`src/rtl/simon_pkg.sv`:
```
// Shared definitions for the SIMON key-schedule engine: z sequences,
// round/sequence lookup per (N,M) and the controller state encoding.
package simon_pkg;

  typedef enum logic [1:0] {
    IDLE    = 2'd0,
    PRECOMP = 2'd1,
    EMIT    = 2'd2
  } state_e;

  // Sequences written as they appear in the literature: element 0 is the
  // leftmost (most significant) character of each literal.
  localparam logic [61:0] Z0_SEQ = 62'b11111010001001010110000111001101111101000100101011000011100110;
  localparam logic [61:0] Z1_SEQ = 62'b10001110111110010011000010110101000111011111001001100001011010;
  localparam logic [61:0] Z2_SEQ = 62'b10101111011100000011010010011000101000010001111110010110110011;
  localparam logic [61:0] Z3_SEQ = 62'b11011011101011000110010111100000010010001010011100110100001111;
  localparam logic [61:0] Z4_SEQ = 62'b11010001111001101011011000100000010111000011001010010011101111;

  // Reorders a literal so that bit t holds element t of the sequence.
  function automatic logic [61:0] seq_to_table(input logic [61:0] s);
    logic [61:0] r;
    for (int t = 0; t < 62; t++) begin
      r[t] = s[61-t];
    end
    return r;
  endfunction

  localparam logic [4:0][61:0] Z_TABLE = {
    seq_to_table(Z4_SEQ),
    seq_to_table(Z3_SEQ),
    seq_to_table(Z2_SEQ),
    seq_to_table(Z1_SEQ),
    seq_to_table(Z0_SEQ)
  };

  // Number of rounds for a (word size, key words) pair; 0 marks an illegal pair.
  function automatic int simon_rounds(input int n, input int m);
    int t;
    t = 0;
    case ({n[7:0], m[7:0]})
      {8'd16, 8'd4}: t = 32;
      {8'd24, 8'd3}: t = 36;
      {8'd24, 8'd4}: t = 36;
      {8'd32, 8'd3}: t = 42;
      {8'd32, 8'd4}: t = 44;
      {8'd48, 8'd2}: t = 52;
      {8'd48, 8'd3}: t = 54;
      {8'd64, 8'd2}: t = 68;
      {8'd64, 8'd3}: t = 69;
      {8'd64, 8'd4}: t = 72;
      default:       t = 0;
    endcase
    return t;
  endfunction

  // Which z sequence a (word size, key words) pair uses.
  function automatic int simon_zsel(input int n, input int m);
    int j;
    j = 0;
    case ({n[7:0], m[7:0]})
      {8'd16, 8'd4}: j = 0;
      {8'd24, 8'd3}: j = 0;
      {8'd24, 8'd4}: j = 1;
      {8'd32, 8'd3}: j = 2;
      {8'd32, 8'd4}: j = 3;
      {8'd48, 8'd2}: j = 2;
      {8'd48, 8'd3}: j = 3;
      {8'd64, 8'd2}: j = 2;
      {8'd64, 8'd3}: j = 3;
      {8'd64, 8'd4}: j = 4;
      default:       j = 0;
    endcase
    return j;
  endfunction

  function automatic bit simon_legal(input int n, input int m);
    return simon_rounds(n, m) != 0;
  endfunction

endpackage

```
`src/rtl/simon_key_step.sv`:
```
// One SIMON key-schedule step. Forward: window k[i..i+M-1] -> k[i+M].
// Inverse: window k[i..i+M-1] -> k[i-1]. Both directions share the same
// rotate/xor core; only the operand selection differs.
module simon_key_step #(
  parameter int N = 16,
  parameter int M = 4
) (
  input  logic [M-1:0][N-1:0] win_i,
  input  logic                z_i,
  input  logic                inv_i,
  output logic [N-1:0]        word_o
);

  localparam logic [N-1:0] RC = {{(N-2){1'b1}}, 2'b00};

  logic [N-1:0] rot_src;
  logic [N-1:0] xor_src;
  logic [N-1:0] base;
  logic [N-1:0] x_term;
  logic [N-1:0] tmp_a;
  logic [N-1:0] tmp_b;

  // Operand selection by direction, then the shared rotate/xor core.
  always_comb begin
    rot_src = inv_i ? win_i[M-2] : win_i[M-1];
    xor_src = inv_i ? win_i[0]   : win_i[1];
    base    = inv_i ? win_i[M-1] : win_i[0];
    x_term  = (M == 4) ? xor_src : '0;
    tmp_a   = {rot_src[2:0], rot_src[N-1:3]} ^ x_term;
    tmp_b   = tmp_a ^ {tmp_a[0], tmp_a[N-1:1]};
    word_o  = RC ^ {{(N-1){1'b0}}, z_i} ^ base ^ tmp_b;
  end

endmodule

```
`src/rtl/simon_key_sched.sv`:
```
// SIMON key-schedule engine. Takes a master key and streams all T round
// keys, either in forward order or reversed. Reverse order is produced by
// running the forward schedule to the end of the key space (PRECOMP) and
// then walking it back with the inverse step, so no key storage is needed.
//
//   state   | meaning
//   --------+-------------------------------------------------------------
//   IDLE    | waiting for a master key, key_ready high
//   PRECOMP | decrypt only: forward steps until window holds k[T-M..T-1]
//   EMIT    | presenting one round key per accepted beat
module simon_key_sched
  import simon_pkg::*;
#(
  parameter int N = 16,
  parameter int M = 4
) (
  input  logic           clk,
  input  logic           rst,
  input  logic           key_valid,
  output logic           key_ready,
  input  logic [M*N-1:0] key_in,
  input  logic           key_dec,
  output logic           rk_valid,
  input  logic           rk_ready,
  output logic [N-1:0]   rk_out,
  output logic [6:0]     rk_index,
  output logic           rk_last
);

  localparam int T = simon_rounds(N, M);
  localparam int J = simon_zsel(N, M);

  if (!simon_legal(N, M)) begin : g_illegal_cfg
    $error("simon_key_sched: illegal (N,M) = (%0d,%0d)", N, M);
  end

  localparam logic [61:0] Z_SEQ    = Z_TABLE[J];
  localparam logic [6:0]  T_LAST   = 7'(T - 1);
  localparam logic [6:0]  PRE_LAST = 7'(T - M - 1);

  state_e              state_q;
  logic [M-1:0][N-1:0] w_q;
  logic [6:0]          r_q;
  logic [5:0]          zi_q;
  logic                dec_q;
  logic                rk_valid_q;
  logic [N-1:0]        rk_out_q;
  logic [6:0]          rk_index_q;
  logic                rk_last_q;

  logic                accept;
  logic                key_ready_d;
  logic                load;
  logic                step_inv;
  logic                step_z;
  logic [N-1:0]        step_word;
  logic [5:0]          zi_inc_d;
  logic [5:0]          zi_dec_d;
  logic [M-1:0][N-1:0] w_fwd_d;
  logic [M-1:0][N-1:0] w_inv_d;

  // Handshake decode, z index neighbours and the two shifted windows.
  always_comb begin
    accept      = rk_valid_q & rk_ready;
    key_ready_d = (state_q == IDLE) | (accept & rk_last_q);
    load        = key_valid & key_ready_d;
    step_inv    = (state_q == EMIT) & dec_q;
    zi_inc_d    = (zi_q == 6'd61) ? 6'd0  : zi_q + 6'd1;
    zi_dec_d    = (zi_q == 6'd0)  ? 6'd61 : zi_q - 6'd1;
    // The inverse step regenerates k[i-1], which used z[i-1] going forward.
    step_z      = step_inv ? Z_SEQ[zi_dec_d] : Z_SEQ[zi_q];
    w_fwd_d     = {step_word, w_q[M-1:1]};
    w_inv_d     = {w_q[M-2:0], step_word};
  end

  simon_key_step #(
    .N (N),
    .M (M)
  ) u_step (
    .win_i  (w_q),
    .z_i    (step_z),
    .inv_i  (step_inv),
    .word_o (step_word)
  );

  // Controller: key load, precompute walk and registered round-key beats.
  always_ff @(posedge clk) begin
    if (rst) begin
      state_q    <= IDLE;
      w_q        <= '0;
      r_q        <= '0;
      zi_q       <= '0;
      dec_q      <= 1'b0;
      rk_valid_q <= 1'b0;
      rk_out_q   <= '0;
      rk_index_q <= '0;
      rk_last_q  <= 1'b0;
    end else if (load) begin
      // Covers both a key in IDLE and a key taken on the final beat.
      w_q        <= key_in;
      r_q        <= '0;
      zi_q       <= '0;
      dec_q      <= key_dec;
      rk_index_q <= '0;
      rk_last_q  <= 1'b0;
      if (key_dec) begin
        state_q    <= PRECOMP;
        rk_valid_q <= 1'b0;
      end else begin
        state_q    <= EMIT;
        rk_valid_q <= 1'b1;
        rk_out_q   <= key_in[N-1:0];
      end
    end else begin
      case (state_q)
        IDLE: begin
        end
        PRECOMP: begin
          w_q  <= w_fwd_d;
          zi_q <= zi_inc_d;
          if (r_q == PRE_LAST) begin
            // The word generated now is k[T-1], the first decrypt beat.
            state_q    <= EMIT;
            r_q        <= '0;
            rk_valid_q <= 1'b1;
            rk_out_q   <= step_word;
            rk_index_q <= T_LAST;
            rk_last_q  <= 1'b0;
          end else begin
            r_q <= r_q + 7'd1;
          end
        end
        EMIT: begin
          if (accept) begin
            if (rk_last_q) begin
              state_q    <= IDLE;
              rk_valid_q <= 1'b0;
            end else begin
              r_q       <= r_q + 7'd1;
              rk_last_q <= ((r_q + 7'd1) == T_LAST);
              if (dec_q) begin
                w_q        <= w_inv_d;
                zi_q       <= zi_dec_d;
                rk_out_q   <= w_q[M-2];
                rk_index_q <= rk_index_q - 7'd1;
              end else begin
                w_q        <= w_fwd_d;
                zi_q       <= zi_inc_d;
                rk_out_q   <= w_q[1];
                rk_index_q <= rk_index_q + 7'd1;
              end
            end
          end
        end
        default: begin
          state_q    <= IDLE;
          rk_valid_q <= 1'b0;
        end
      endcase
    end
  end

  assign key_ready = key_ready_d;
  assign rk_valid  = rk_valid_q;
  assign rk_out    = rk_out_q;
  assign rk_index  = rk_index_q;
  assign rk_last   = rk_last_q;

endmodule

```
`config.mk`:
```
export PLATFORM = sky130hd
export DESIGN_NAME = simon_key_sched
export DESIGN_NICKNAME = d
export VERILOG_FILES = /design/src/rtl/simon_pkg.sv /design/src/rtl/simon_key_step.sv /design/src/rtl/simon_key_sched.sv
export SDC_FILE = /design/constraint.sdc
export NUM_CORES = 1
export LEC_CHECK = 0
export CORE_MARGIN = 2
export CORE_UTILIZATION = 55
export DETAILED_ROUTE_END_ITERATION = 8
export HOLD_SLACK_MARGIN = 0.03
export PLACE_DENSITY = 0.79
export SYNTH_ARGS = -nofsm -noshare
export SYNTH_HDL_FRONTEND = slang
export SYNTH_SLANG_ARGS = --single-unit
```
`constraint.sdc`:
```
create_clock -name clk -period 8 [get_ports clk]
set_input_delay 1.6 -clock clk [delete_from_list [all_inputs] [get_ports clk]]
set_output_delay 1.6 -clock clk [all_outputs]
set_load 0.005 [all_outputs]
```
==> impl_metrics.ini, run 1 <==
[yosys]
synth_edf_count = 0
synth_seq_cells = 105
synth_cell_types = 69
syn_area_per_cell_um2 = 7.22
synth_warnings = 0
synthArstFlopShare = 0
synth_nets = 1128
synthCells = 1045
ys_seq_area_frac = 0.279
syn_area_um2 = 7540
synth_ff_type = dfxtp_1

[worst_hold_path]
hp-class = reg2reg
hold_start = rk_out[8]

[floorplan]
ioPinCount = 95
chipWidth_um = 121
die_y_um = 121
coreArea_um2 = 13300
rows = 42
dieArea_um2 = 14700
start_util = 0.567

[global_route]
use_met1 = 0.463
grt_usage = 0.301
grt_pass1_vias = 6749
antenna_found_initial = 0
grt_max_degree = 102
busiest_layer = met1
grt_first_pass_wirelength_um = 35200
use_met2 = 0.409
met3_usage = 0.0658
grt-ovfl-total = 0

[routing]
wl_um = 22100
drt_pass1_iterations = 5
drt-wirelength-per-cell_um = 17.6
vias_per_cell = 6.16
drt_iter0_markers = 907
via_count = 7707
final_antenna_net_count = 0
drc_errors = 0

[timing]
fin_tns_setup_ns = 0
drv_slew = 0
slew_headroom = 0.273
finalHoldViolCount = 0
finalHoldWorstSlack_ns = 0.496
skew_ns = 0.00892
setup_slack_ns = 3.36
setup_viol = 0
rsz0062_at_grt = false
tightest_slew_ns = 1.08
min_period_over_period = 0.579
fmax_mhz = 216
final.min_clock_period_ns = 4.64

[finish]
final_design_area_no_fill_um2 = 8740
final_util = 0.657
antenna_cells = 0
fillers = 1199
layout-drive-gt1-share = 0.0362
area_growth_pct = 15.9
nets = 1154

[critical_path]
worstPathMaxFanout = 5
path_buf_inv = 2
timing.rr.start = state_q[1]
max_stage_delay_ns = 0.55
cp_common_cell = clkdlybuf4s50_1
cp.required_ns = 6.40
cp_cell_sequence = clkdlybuf4s50_1, a21boi_1, nor2_1, clkdlybuf4s50_1
slowest_stage = clkdlybuf4s50_1
cp.arrival_ns = 3.04
startpoint_type = input pin
crit_family = buffers and inverters
criticalPathCategory = in2out
end_kind = output pin
cp-startpoint = rk_ready

[clocking]
numCtsBuffers = 9
cts_root_buf = clkbuf_16
clock_latency_ns = 0.36
clk_path_buf_depth = 2
clock-sinks = 105
post_cts_resized = 0
post-cts-setup-buffer-count = 0
h-tree-depth = 3
cts_tree = built
clkTransAtPathRegs_ns = 0.07
cts_hold_buf = 0

[pwr]
power_density_nw_per_um2 = 201
irDropWorstVdd_mv = 0.136
p_leak_nw = 3.17

[run]
drv_cap = 0

[placement]
port_buffers = 94
hpwl_um = 14800
gp_congestion = 0.935
postPlaceCellArea_um2 = 8420
dp_slack_ns = 3.14

[status]
status = finished, final reports clean
[cell usage after synthesis (all sizes together), types with 16 or more instances]
master / instances / share of area
a21oi: 93 / 0.062
xnor2: 64 / 0.074
inv: 16 / 0.0080
o21ai: 34 / 0.023
o211ai: 36 / 0.036
xor2: 31 / 0.036
clkbuf: 54 / 0.027
buf: 35 / 0.021
nor3: 34 / 0.023
a211oi: 73 / 0.073
nand3: 39 / 0.026
nor2: 123 / 0.062
nand2: 153 / 0.076
dfxtp: 105 / 0.28
[cell usage in the layout (no fill, tap or decap), types with 6 or more instances in the layout]
cell type	count
nand3_1	39
a21o_1	6
nand2_1	151
o21ai_1	11
xnor2_1	64
a211oi_1	73
clkbuf_16	9
xor2_1	31
nor2b_1	7
inv_1	15
buf_4	10
nor3_1	34
o21ai_0	23
ha_1	13
a21boi_1	12
and2_1	13
mux2i_1	12
o211ai_1	36
clkdlybuf4s50_1	93
dfxtp_1	105
a221oi_1	9
nand2b_1	6
a31oi_1	6
a21oi_1	93
nor2_1	122
o31ai_1	7
[cell type report]
class	count	area, um2	area share
inverters	16	60.1	0.00687
multi-input cells	835	5030	0.575
repair buffers	104	1010	0.116
flip-flops and latches	105	2100	0.241
well taps	176	220	0.0252
clock inverters	3	46.3	0.00530
clock buffers	13	270	0.0309
[path summary, 6_finish.rpt]
check	slack (ns)	endpoint	depth (start not counted)
hold / removal	0.50	rk_out[8]	2
setup / recovery	3.36	key_ready	4
setup reg to reg	4.54	rk_out[15]	7
hold reg to reg	0.50	rk_out[8]	2
[registers in the layout, summed over array words and instances (netlist names), 2 cells and up, named ones only]
| register | count |
|---|---|
| state_q | 2 |
| r_q | 7 |
| w_fwd_d | 48 |
| w_inv_d | 16 |
| rk_index | 7 |
| zi_q | 6 |
| rk_out | 16 |
[cells by family after synthesis]
kind of cell | share of synthesized area
AOI/OAI and AO/OA | 0.276
DFF | 0.279
adders and majority gates | 0.0242
xor gates and xnor gates | 0.110
muxes | 0.0174
buffers and inverters | 0.0561
and+or+nand+nor | 0.237
[through the flow]
stage	power [W]	cells
2_1_floorplan	0.00109	1045
3_3_place_gp	0.00127	1236
3_5_place_dp	0.00128	1236
4_1_cts	0.00175	1252
5_1_grt	0.00185	1252
6_report	0.00176	1252
[worst reg2reg max path, stage by stage, from the launching register on]
cell and delay, ns:
dfxtp_1 0.54, and2b_1 0.35, nor3b_2 0.20, buf_4 0.80
nor2_1 0.35, nor2b_1 0.88, nor2_1 0.10, nor3_1 0.16
[per-layer routing]
| layer | up-vias | part of all wire |
|---|---|---|
| li1 | 3749 | - |
| met1 | 3531 | 0.47 |
| met3 | 33 | 0.10 |
| met4 | 0 | 0.016 |
| met2 | 394 | 0.41 |
| met5 | - | 0 |
[power breakdown]
part           total, W  switching [W]  internal, W
Combinational  0.000621       0.000338     0.000283
Clock          0.000478       0.000208     0.000270
Sequential     0.000661      0.0000831     0.000578
Total           0.00176       0.000630      0.00113
(Power assumes the default switching activity.)
==> run 2, diff against run 1 <==
- clock period: 8 -> 4.75 ns (I/O delays scaled with it)
==> run 2 against run 1 <==
- clock skew about the same
- hold slack worse by 0.0052 ns
- critical endpoint is now r_q[5]
- clock power up 50%
- cell count up 0.48%
- die area unchanged
==> impl_metrics.ini, run 2 (synthesis gave the netlist of run 1 again) <==
[clocking]
post-cts-setup-buffer-count = 0
clock_latency_ns = 0.36
clock-sinks = 105
post_cts_resized = 0
clkTransAtPathRegs_ns = 0.07
h-tree-depth = 3
clk_path_buf_depth = 2
cts_hold_buf = 0
cts_root_buf = clkbuf_16
numCtsBuffers = 9
cts_tree = built

[critical_path]
worstPathMaxFanout = 91
end_kind = flop
criticalPathCategory = in2reg
reg2reg_depth = 13
cp.required_ns = 5.02
startpoint_type = input pin
cp.arrival_ns = 3.74

[placement]
gp_congestion = 0.908
place_inst = 1242
port_buffers = 94
hpwl_um = 15000

[timing]
drv_slew = 0
fmax_mhz = 288
tightest_slew_ns = 1.12
min_period_over_period = 0.731
skew_ns = 0.00845
finalHoldViolCount = 0
setup_viol = 0
slew_headroom = 0.247
final.min_clock_period_ns = 3.47
fin_tns_setup_ns = 0
finalHoldWorstSlack_ns = 0.490
rsz0062_at_grt = false

[global_route]
grt_max_degree = 92
grt_pass1_vias = 6424
grt-ovfl-total = 0
antenna_found_initial = 0
grt_usage = 0.298
grt_first_pass_wirelength_um = 34700

[finish]
final_util = 0.658
largest_reg_flops = 48
antenna_cells = 0
final_common_cell = nand2_1
layout-drive-gt1-share = 0.0416
area_growth_pct = 16.0
layout_common_cells = 151 x nand2_1, 122 x nor2_1, 105 x dfxtp_1
fin_cells = 1258
nets = 1160

[routing]
via_count = 7658
drt-wirelength-per-cell_um = 17.1
drt_pass1_iterations = 5
drc_errors = 0
vias_per_cell = 6.09
final_antenna_net_count = 0
wl_um = 21600
drt_iter0_markers = 992

[pwr]
p_leak_nw = 3.19
power_density_nw_per_um2 = 328
irDropWorstVdd_mv = 0.198

[worst_hold_path]
hp-class = reg2reg
min_path_cells = 2

[floorplan]
dieArea_um2 = 14700
die_y_um = 121
coreArea_um2 = 13300
rows = 42
chipWidth_um = 121
start_util = 0.567
ioPinCount = 95

[run]
drv_cap = 0

[status]
status = finished, final reports clean
run 2: cell types whose count changed in the layout (fill, tap and decap cells not counted), sizes merged:
| cell | before | now |
|---|---|---|
| clkbuf | 13 | 10 |
| bufinv | 1 | 0 |
| buf | 11 | 17 |
| clkinv | 0 | 4 |
run 2: power by group:
part / switching, W / internal [W]
Combinational: 0.000563 / 0.000481
Clock: 0.000357 / 0.000358
Sequential: 0.000137 / 0.000973
Total: 0.00106 / 0.00181
run 2: layer usage:
| metal | wire length (um) | up-vias | share of wire | global-route usage |
|---|---|---|---|---|
| li1 | - | 3755 | - | - |
| met1 | 10400 | 3485 | 0.48 | 0.473 |
| met2 | 8500 | 393 | 0.39 | 0.399 |
| met3 | 2430 | 25 | 0.11 | 0.0677 |
| met4 | 263 | 0 | 0.012 | 0.0661 |
| met5 | 0 | - | 0 | 0 |
run 2: worst paths after layout:
path | startpoint | endpoint | slack [ns]
worst max-delay path | rk_ready | r_q[5] | 1.28
worst min-delay path | rk_out[8] | rk_out[8] | 0.49
worst min register to register | rk_out[8] | rk_out[8] | 0.49
worst max register to register | zi_q[0] | w_inv_d[16] | 1.44
run 2: layout make-up:
cell class / count / area, um2
tap: 176 / 220
fill: 1178 / 4540
clock buffer: 10 / 229
sequential: 105 / 2100
clock inverter: 6 / 43.8
inverter: 16 / 60.1
multi-input combinational: 835 / 5030
timing repair buffer: 110 / 1070
run 2: stage by stage:
stage	setup WS [ns]	power, W	instance area (um2)
2_1_floorplan	1.76	0.00184	7540
3_3_place_gp	1.07	0.00213	8480
3_5_place_dp	0.945	0.00215	8480
4_1_cts	1.32	0.00285	8750
5_1_grt	1.10	0.00303	8750
6_report	1.28	0.00287	8750
run 2: critical path: stages:
cell             delay (ns)
clkdlybuf4s50_1        0.56
nand4bb_1              0.29
nand2_2                0.30
buf_4                  0.70
o21ai_0                0.33
nor2_1                 0.24
a31oi_1                0.11
a311oi_1               0.25
==> run 3, diff against run 2 <==
- CORE_UTILIZATION: 55 -> 51
- PLACE_DENSITY: 0.79 -> 0.77
- clock period: 4.75 -> 3.1 ns (I/O delays scaled with it)
==> run 3 against run 2 <==
- power is 55% higher
- routed wire length is 4.0% higher
- clock power is 54% higher
- highest routed layer unchanged
- clock-buffer cell count is 4 higher
- global-route usage is 1.5 points lower
- sequential share of layout area is 0.47 points lower
- clock skew hardly changed
==> impl_metrics.ini, run 3 (synthesis gave the netlist of run 1 again) <==
[critical_path]
path_buf_inv = 3
slowest_stage = nor2_1
max_stage_delay_ns = 0.38
cp_cell_sequence = inv_1, buf_4, ha_1, nor2_1, a221oi_1, a221oi_1, nand2_1, nand2_1, inv_2, xor2_1, o32a_1, o22a_1
cp.required_ns = 3.36
path_depth = 12
startpoint_type = flop
worstPathMaxFanout = 13
crit_family = compound AO/OA/AOI/OAI gates
cp.arrival_ns = 3.10
criticalPathCategory = reg2reg
reg2reg_depth = 12
end_kind = flop

[pwr]
p_sw_w = 0.00162
power_density_nw_per_um2 = 499
irDropWorstVdd_mv = 0.275
p_leak_nw = 3.28
p_int_w = 0.00284
pwr-share-clk = 0.248
power_frac_comb = 0.368
switching_share = 0.363
seqPwrFrac = 0.384

[timing]
skew_ns = 0.00824
rsz0062_at_grt = false
setup_viol = 0
fmax_mhz = 352
finalHoldWorstSlack_ns = 0.495
slew_headroom = 0.349
drv_slew = 0
finalHoldViolCount = 0
final.min_clock_period_ns = 2.84
tightest_slew_ns = 0.977
fin_tns_setup_ns = 0
min_period_over_period = 0.916

[routing]
drt_pass1_iterations = 6
vias_per_cell = 6.00
wl_um = 22400
drt_iter0_markers = 720
drt-wirelength-per-cell_um = 17.5
final_antenna_net_count = 0
via_count = 7695
drc_errors = 0

[worst_hold_path]
hp-class = reg2reg
min_path_cells = 2

[floorplan]
start_util = 0.521
rows = 44
ioPinCount = 95
dieArea_um2 = 15800
die_y_um = 126
chipWidth_um = 126
coreArea_um2 = 14500

[clocking]
cts_tree = built
clock_latency_ns = 0.37
clock-sinks = 105
cts_hold_buf = 0
cts_root_buf = clkbuf_16
numCtsBuffers = 9
h-tree-depth = 3
clk_path_buf_depth = 2
clkTransAtPathRegs_ns = 0.07
post-cts-setup-buffer-count = 0

[global_route]
grt_pass1_vias = 6669
grt_first_pass_wirelength_um = 36100
busiest_layer = met1
use_met1 = 0.447
met3_usage = 0.0654
antenna_found_initial = 0
grt_usage = 0.282
grt_max_degree = 97
grt-ovfl-total = 0
use_met2 = 0.382

[placement]
gp_congestion = 0.922
port_buffers = 94
hpwl_um = 15700

[run]
drv_cap = 0

[finish]
area_growth_pct = 18.3
antenna_cells = 0
layout_common_cells = 151 x nand2_1, 122 x nor2_1, 105 x dfxtp_1
final_common_cell = nand2_1
largest_reg_flops = 48
nets = 1177
layout-drive-gt1-share = 0.0564

[status]
status = finished, final reports clean
-- run 3: metal layers --
metal	part of all wire	up-vias	wire length [um]
met4	0.014	0	304
met5	0	-	0
met1	0.49	3526	10900
met3	0.10	23	2290
met2	0.40	352	8890
li1	-	3794	-
-- run 3: what timing repair did --
action                     4_1_cts  5_1_grt
resized for setup                0        3
setup endpoints to repair        0        1
hold endpoints to repair         0        0
-- run 3: worst paths after layout --
| check | from | endpoint | slack [ns] |
|---|---|---|---|
| setup reg to reg | zi_q[1] | flop | 0.26 |
| setup / recovery | zi_q[1] | flop | 0.26 |
| hold reg to reg | rk_out[10] | rk_out[10] | 0.49 |
| hold / removal | rk_out[10] | rk_out[10] | 0.49 |
-- run 3: final cells by class --
cell class	count	area, um2
clock buffer	14	264
sequential	105	2100
tap	184	230
inverter	16	60.1
multi-input combinational	835	5040
clock inverter	2	12.5
fill	1381	5550
timing repair buffer	127	1220
-- run 3: worst register-to-register path: cells and delay by family, from the launching register on --
family | cells | cell delay [ns]
compound gates | 4 | 0.99
simple gates | 3 | 0.67
xor+xnor | 1 | 0.13
fa+ha+maj | 1 | 0.35
buf+inv | 3 | 0.26
flops | 1 | 0.33
-- run 3: stage by stage --
stage	util	cell area (um2)	total power (W)	instances	setup slack, ns
after detailed placement	0.597	8640	0.00334	1267	0.0129
after floorplan	-	7540	0.00282	1045	0.113
after global routing	0.616	8930	0.00471	1283	0.0490
after CTS	0.616	8920	0.00444	1283	0.240
final	0.616	8930	0.00446	1283	0.261
after global placement	0.597	8640	0.00333	1267	0.168
-- run 3: power groups by stage --
stage	logic (W)	clock network [W]	registers, W
floorplan	0.00116	0	0.00165
global placement	0.00159	0	0.00173
finish	0.00164	0.00110	0.00171
CTS	0.00162	0.00112	0.00170
detailed placement	0.00161	0	0.00173
global route	0.00181	0.00118	0.00173
